<file path="src/rtl/lo_iq_demod.sv">
// rtl/lo_iq_demod.sv - 1-bit quadrature integrate-and-dump demodulator
//
// Mixes a 1-bit input stream with 1-bit sin/cos LO bits, integrates the +/-1
// products over 2^WIN_LOG2 enabled samples and dumps signed I/Q sums.
//
// Optional feature macro: LO_DEMOD_MAG_EN (adds registered |I|+|Q| stage).
//
// Ports:
//   clk        sample clock, rising edge
//   rstb       asynchronous active-low reset
//   sync_clr   synchronous clear of window counter, accumulators, sat_flag
//   en         sample enable; 0 holds all state
//   din        input bit to demodulate
//   lo_sin     LO in-phase bit
//   lo_cos     LO quadrature bit
//   i_out      signed I sum of last completed window
//   q_out      signed Q sum of last completed window
//   out_valid  one-cycle pulse when i_out/q_out update
//   sat_flag   sticky: an accumulator saturated since reset/sync_clr
//   mag_out    |i_out|+|q_out|, one clock after out_valid (0 without macro)

module lo_iq_demod #(
    parameter int ACC_W    = 16,
    parameter int WIN_LOG2 = 8
) (
    input  logic             clk,
    input  logic             rstb,
    input  logic             sync_clr,
    input  logic             en,
    input  logic             din,
    input  logic             lo_sin,
    input  logic             lo_cos,
    output logic [ACC_W-1:0] i_out,
    output logic [ACC_W-1:0] q_out,
    output logic             out_valid,
    output logic             sat_flag,
    output logic [ACC_W:0]   mag_out
);

    // A window of one sample still needs a one-bit counter that never moves.
    localparam int CNT_W = (WIN_LOG2 > 0) ? WIN_LOG2 : 1;
    localparam logic [CNT_W-1:0] CNT_TERM = CNT_W'((1 << WIN_LOG2) - 1);

    // Symmetric clamp limits: the most-negative code is never produced.
    localparam logic [ACC_W-1:0] POS_MAX = {1'b0, {(ACC_W-1){1'b1}}};
    localparam logic [ACC_W-1:0] NEG_MAX = {1'b1, {(ACC_W-2){1'b0}}, 1'b1};
    localparam logic [ACC_W-1:0] ONE     = {{(ACC_W-1){1'b0}}, 1'b1};

    logic [ACC_W-1:0] i_acc;
    logic [ACC_W-1:0] q_acc;
    logic [CNT_W-1:0] win_cnt;

    logic             p_i_pos;
    logic             p_q_pos;
    logic             i_sat;
    logic             q_sat;
    logic [ACC_W-1:0] i_next;
    logic [ACC_W-1:0] q_next;
    logic             terminal;

    // Product of two +/-1 values encoded as bits is XNOR: equal bits -> +1.
    always_comb begin
        p_i_pos  = ~(din ^ lo_sin);
        p_q_pos  = ~(din ^ lo_cos);
        i_sat    = p_i_pos ? (i_acc == POS_MAX) : (i_acc == NEG_MAX);
        q_sat    = p_q_pos ? (q_acc == POS_MAX) : (q_acc == NEG_MAX);
        i_next   = i_sat ? i_acc : (p_i_pos ? i_acc + ONE : i_acc - ONE);
        q_next   = q_sat ? q_acc : (p_q_pos ? q_acc + ONE : q_acc - ONE);
        terminal = (win_cnt == CNT_TERM);
    end

    always_ff @(posedge clk or negedge rstb) begin
        if (!rstb) begin
            i_acc     <= '0;
            q_acc     <= '0;
            win_cnt   <= '0;
            i_out     <= '0;
            q_out     <= '0;
            out_valid <= 1'b0;
            sat_flag  <= 1'b0;
        end else begin
            out_valid <= 1'b0;
            if (sync_clr) begin
                // Clear beats a coinciding terminal sample: no dump, outputs hold.
                i_acc    <= '0;
                q_acc    <= '0;
                win_cnt  <= '0;
                sat_flag <= 1'b0;
            end else if (en) begin
                if (i_sat || q_sat) begin
                    sat_flag <= 1'b1;
                end
                if (terminal) begin
                    // The terminal sample is folded into the dumped sums.
                    i_out     <= i_next;
                    q_out     <= q_next;
                    out_valid <= 1'b1;
                    i_acc     <= '0;
                    q_acc     <= '0;
                    win_cnt   <= '0;
                end else begin
                    i_acc   <= i_next;
                    q_acc   <= q_next;
                    win_cnt <= win_cnt + CNT_W'(1);
                end
            end
        end
    end

`ifdef LO_DEMOD_MAG_EN
    logic [ACC_W-1:0] i_abs;
    logic [ACC_W-1:0] q_abs;

    // Symmetric clamp guarantees the negation never overflows.
    always_comb begin
        i_abs = i_out[ACC_W-1] ? (~i_out + ONE) : i_out;
        q_abs = q_out[ACC_W-1] ? (~q_out + ONE) : q_out;
    end

    always_ff @(posedge clk or negedge rstb) begin
        if (!rstb) begin
            mag_out <= '0;
        end else if (out_valid) begin
            mag_out <= {1'b0, i_abs} + {1'b0, q_abs};
        end
    end
`else
    assign mag_out = '0;
`endif

endmodule

</file>
<file path="config.mk">
export PLATFORM = sky130hd
export DESIGN_NAME = lo_iq_demod
export DESIGN_NICKNAME = d
export VERILOG_FILES = /design/src/rtl/lo_iq_demod.sv
export SDC_FILE = /design/constraint.sdc
export NUM_CORES = 1
export LEC_CHECK = 0
export CORE_ASPECT_RATIO = 0.75
export CORE_MARGIN = 2
export CORE_UTILIZATION = 40
export DETAILED_ROUTE_END_ITERATION = 10
export GPL_TIMING_DRIVEN = 0
export PLACE_DENSITY_LB_ADDON = 0.05
export SLEW_MARGIN = 5
export SYNTH_ARGS = -nofsm -noshare
export SYNTH_HDL_FRONTEND = slang
export SYNTH_SLANG_ARGS = --single-unit
</file>
<file path="constraint.sdc">
create_clock -name clk -period 6.31 [get_ports clk]
set_clock_uncertainty 0.15 [all_clocks]
set_input_delay 1.893 -clock clk [delete_from_list [all_inputs] [get_ports clk]]
set_output_delay 1.893 -clock clk [all_outputs]
set_load 0.1 [all_outputs]
</file>
After elaboration in Yosys (flattened, before gate mapping)

Index checks and enable logic that the tools add are counted.

Mux-type cells: 21
Reductions and logical operators: 5
Equal/unequal tests: 5
Add/sub/neg operators: 5
Bitwise gates (word level): 3

Operator list:

| kind                    | number |
|---|---|
| $mux W16                | 10 |
| $add A16 B1 Y16 const B | 2 |
| $eq A16 B15 Y1 const B  | 2 |
| $eq A16 B16 Y1 const B  | 2 |
| $sub A16 B1 Y16 const B | 2 |
| $mux W8                 | 3 |
| $add A8 B1 Y8 const B   | 1 |
| $eq A8 B8 Y1 const B    | 1 |
| $mux W1                 | 8 |
| $reduce_bool A2 Y1      | 2 |
| $reduce_and A3 Y1       | 1 |
| $reduce_and A2 Y1       | 1 |
| $xor A1 B1 Y1           | 2 |
| $logic_or A1 B1 Y1      | 1 |
| $not A1 Y1              | 1 |

Bits in registers: 74
Bits of input ports: 7
Output and inout bits: 51

Longest topological paths before layout

Depth after elaboration: 6
Depth in mapped cells: 11
Gate-level depth less buffers: 10

Least setup slack after synthesis

OpenSTA, ideal clock, no wires.

Path kind: input -> register
From: input port din
To: register i_out[15]
Data arrival time: 4524 ps
Required time: 6027 ps
Setup slack: 1504 ps
Stages on the path: 9
Library setup time: 133 ps
Cell sequence: xor2_1 -> ha_1 -> a2111oi_4 -> nand2_1 -> o211a_1 -> and2_1 -> or4_1 -> nand2_1 -> o211ai_1

Cells in the longest elaborated chain, start to end: 3
Elaborated cells on any way between the ends: 4
Those cells by class: mux (3); bitwise (1)

Ends and longest elaborated chain:

| item                                | RTL line | RTL |
|---|---|---|
| start, declared                     | 30       | `input logic din,` |
| $xor A1 B1 Y1 *                     | 63       | `p_i_pos = ~(din ^ lo_sin);` |
| $mux W16 or $mux W1 (tied branches) | 67, 65   |  |
| $mux W16 *                          | 67       | `i_next = i_sat ? i_acc : (p_i_pos ? i_acc + ONE : i_acc - ONE);` |
| end signal, assigned                | 95       | `i_out <= i_next;` |
| end, declared                       | 33       | `output logic [ACC_W-1:0] i_out,` |

Mark *: on every way between the ends. The rest lies on a longest branch, timed or not.
A chain may end at the register's enable or synchronous reset.

Final worst setup path

Same ends and word-level chain as after synthesis.

==> flow_summary.json <==
{
  "status": "completed",
  "end_kind": "flip-flop",
  "finalSetupViolations": 0,
  "hold_path.class": "flip-flop to flip-flop",
  "critical_path.max_fanout": 11,
  "ys.warnings.count": 0,
  "slew_headroom_pct": 23.0,
  "finalNonFillerCells": 800,
  "ant_nets": 0,
  "core.rowCount": 35,
  "gp_congestion": 0.880,
  "pwr_density_cell_mw_per_mm2": 297,
  "via_per_inst": 5.37,
  "wl_mm": 13.5,
  "ctsHoldBuffers": 0,
  "antenna_found_initial": 0,
  "cts_max_level": 3,
  "worstSetupStartpointType": "input pin",
  "drc": 0,
  "die_x_um": 133,
  "grt_pass1_wl_mm": 21.5,
  "vias": 4299,
  "final_core_util_pct": 49.4,
  "cts_buffers": 9,
  "ys_seq_area_share_pct": 37.1,
  "worst_slew_pin_slew_ps": 1150,
  "finalCritPeriodShare_pct": 80.7,
  "yosys_most_used_dff": "dfrtp_1",
  "critPathKind": "input pin to flip-flop",
  "grt_max_degree": 51,
  "drtIter0Drc": 262,
  "syn_area_per_cell_um2": 8.89,
  "post-place-ws_ps": 902,
  "postCtsResizedCells": 0,
  "worst_ep_arrival_time_ps": 5150,
  "ios": 58,
  "synth_area_leaders": "dfrtp_1 37%, ha_1 7.8%, o21ai_0 6.7%",
  "postPlaceCellArea_mm2": 0.00570,
  "placed_cells": 784,
  "synth.top_cell.area_share_pct": 37.1,
  "power.leakage_nw": 2.86,
  "grt_overflow": 0,
  "antenna_cells": 0,
  "post_cts_buffers": 0,
  "synth_common_cells": "77 x nand2_1, 74 x dfrtp_1, 67 x o21ai_0",
  "portBuffers": 38,
  "syn_area_mm2": 0.00498,
  "synth.distinct_cells": 56,
  "power_w": 0.00180,
  "dieArea_mm2": 0.0134,
  "drive_above_1_share_pct": 9.46,
  "yosys.area.top_type": "dfrtp_1",
  "ys_async_sr_fraction_pct": 100,
  "nets": 669,
  "cts-root-buf": "clkbuf_16",
  "layout_setup_ws_ps": 1220,
  "fmax_ghz": 0.196,
  "slew_violations": 0,
  "clk_pin_slew_ps": 60,
  "wl_per_cell_um": 16.8,
  "final_hold_viol_count": 0,
  "synth_edf_count": 0,
  "synth-seq-cells": 74,
  "worstSkewPairLatency_ps": 340,
  "drv_cap": 0,
  "cts_sinks": 74,
  "period_minus_slack_ps": 5090,
  "synth.most_common_cell": "nand2_1",
  "initial_core_util_pct": 40.8,
  "cts_tree": "done",
  "ir_drop_v": 0.000129,
  "netlist_instances": 561,
  "die_h_um": 101,
  "final_area_mm2": 0.00604,
  "grt_pass1_vias": 3885,
  "grt_util_all_layers_pct": 20.9,
  "rsz0062_at_grt": "false",
  "required_ps": 6370,
  "nFillCells": 1155,
  "syn2layout_area_growth_pct": 21.2,
  "hpwl_mm": 9.74,
  "core_area_mm2": 0.0122,
  "first_pass_iters": 4,
  "clock_tree.buffer_depth": 2
}
## flip-flops by register name (all words and copies together) (netlist names)
register   cells
q_out         16
out_valid      1
i_out         16
q_acc         16
sat_flag       1
win_cnt        8
i_acc         16
## placed cells by master (no fill, tap or decap), types with 8 or more instances in the layout
cell type,count
dfrtp_1,74
nand4_1,9
buf_4,21
clkbuf_16,9
a31oi_1,10
o21ai_0,67
mux2i_1,16
o21a_1,8
xnor2_1,16
nand2_1,77
conb_1,17
clkbuf_1,11
nand3_1,12
xor2_1,13
a22o_1,15
a21oi_1,32
inv_1,10
clkdlybuf4s50_1,37
and3_1,11
nor2_1,36
ha_1,31
## critical path: stages
cell and delay (ps):
clkdlybuf4s50_1 570, xor2_2 480, buf_6 240, ha_1 270
a211oi_1 250, o21ai_0 290, o211a_1 390, and2_1 200
or4_1 400, nand2_1 70, o211ai_1 80
## worst paths after layout
check	from	to	slack [ps]	cells past startpoint
setup / recovery	din	i_out[15]	1220	11
hold / removal	q_out[10]	q_out[10]	330	2
setup reg to reg	q_acc[0]	q_out[14]	3430	9
hold reg to reg	q_out[10]	q_out[10]	330	2
max in group asynchronous	rstb	q_out[7]	4120	2
min in group asynchronous	rstb	q_out[0]	1310	1
## through the flow
stage | hold slack, ps | setup TNS, ps
3_3_place_gp | 314 | -34.0
4_1_cts | 337 | 0
2_1_floorplan | 301 | 0
5_1_grt | 363 | 0
6_report | 331 | 0
3_5_place_dp | 323 | 0
## layout make-up
| cell class | count | area (um2) | area share [%] |
|---|---|---|---|
| multi-input cells | 452 | 2920 | 48.3 |
| flip-flops and latches | 74 | 1850 | 30.7 |
| repair buffers | 41 | 432 | 7.15 |
| plain buffers | 41 | 254 | 4.20 |
| clock buffers | 9 | 225 | 3.73 |
| well taps | 166 | 208 | 3.44 |
| clock inverters | 7 | 116 | 1.93 |
| inverters | 10 | 37.5 | 0.621 |
## logic make-up (layout without fill, tap and decap cells)
logic type               Yosys count  in the layout  synth area share [%]
AO/OA/AOI/OAI                    174            174                  22.2
XOR/XNOR                          31             31                  5.45
adder cells (fa/ha/maj)           33             33                  8.58
buffers and inverters             51            108                  5.85
flip-flops                        74             74                  37.1
multiplexers                      16             16                  3.21
other                              1             17                0.0752
AND/OR/NAND/NOR                  181            181                  17.5
## power breakdown
group	total [W]	internal [W]	switching (W)
Sequential	0.000557	0.000516	0.0000409
Clock	0.000600	0.000386	0.000213
Combinational	0.000639	0.000244	0.000395
## routing by layer
layer | part of all wire, % | vias to the layer above | global-route usage, %
li1 | - | 2138 | -
met1 | 56 | 2052 | 33.8
met2 | 38 | 105 | 28.1
met3 | 4.9 | 4 | 4.22
met4 | 0.48 | 0 | 4.71
met5 | 0 | - | 0
(Power assumes the default switching activity.)
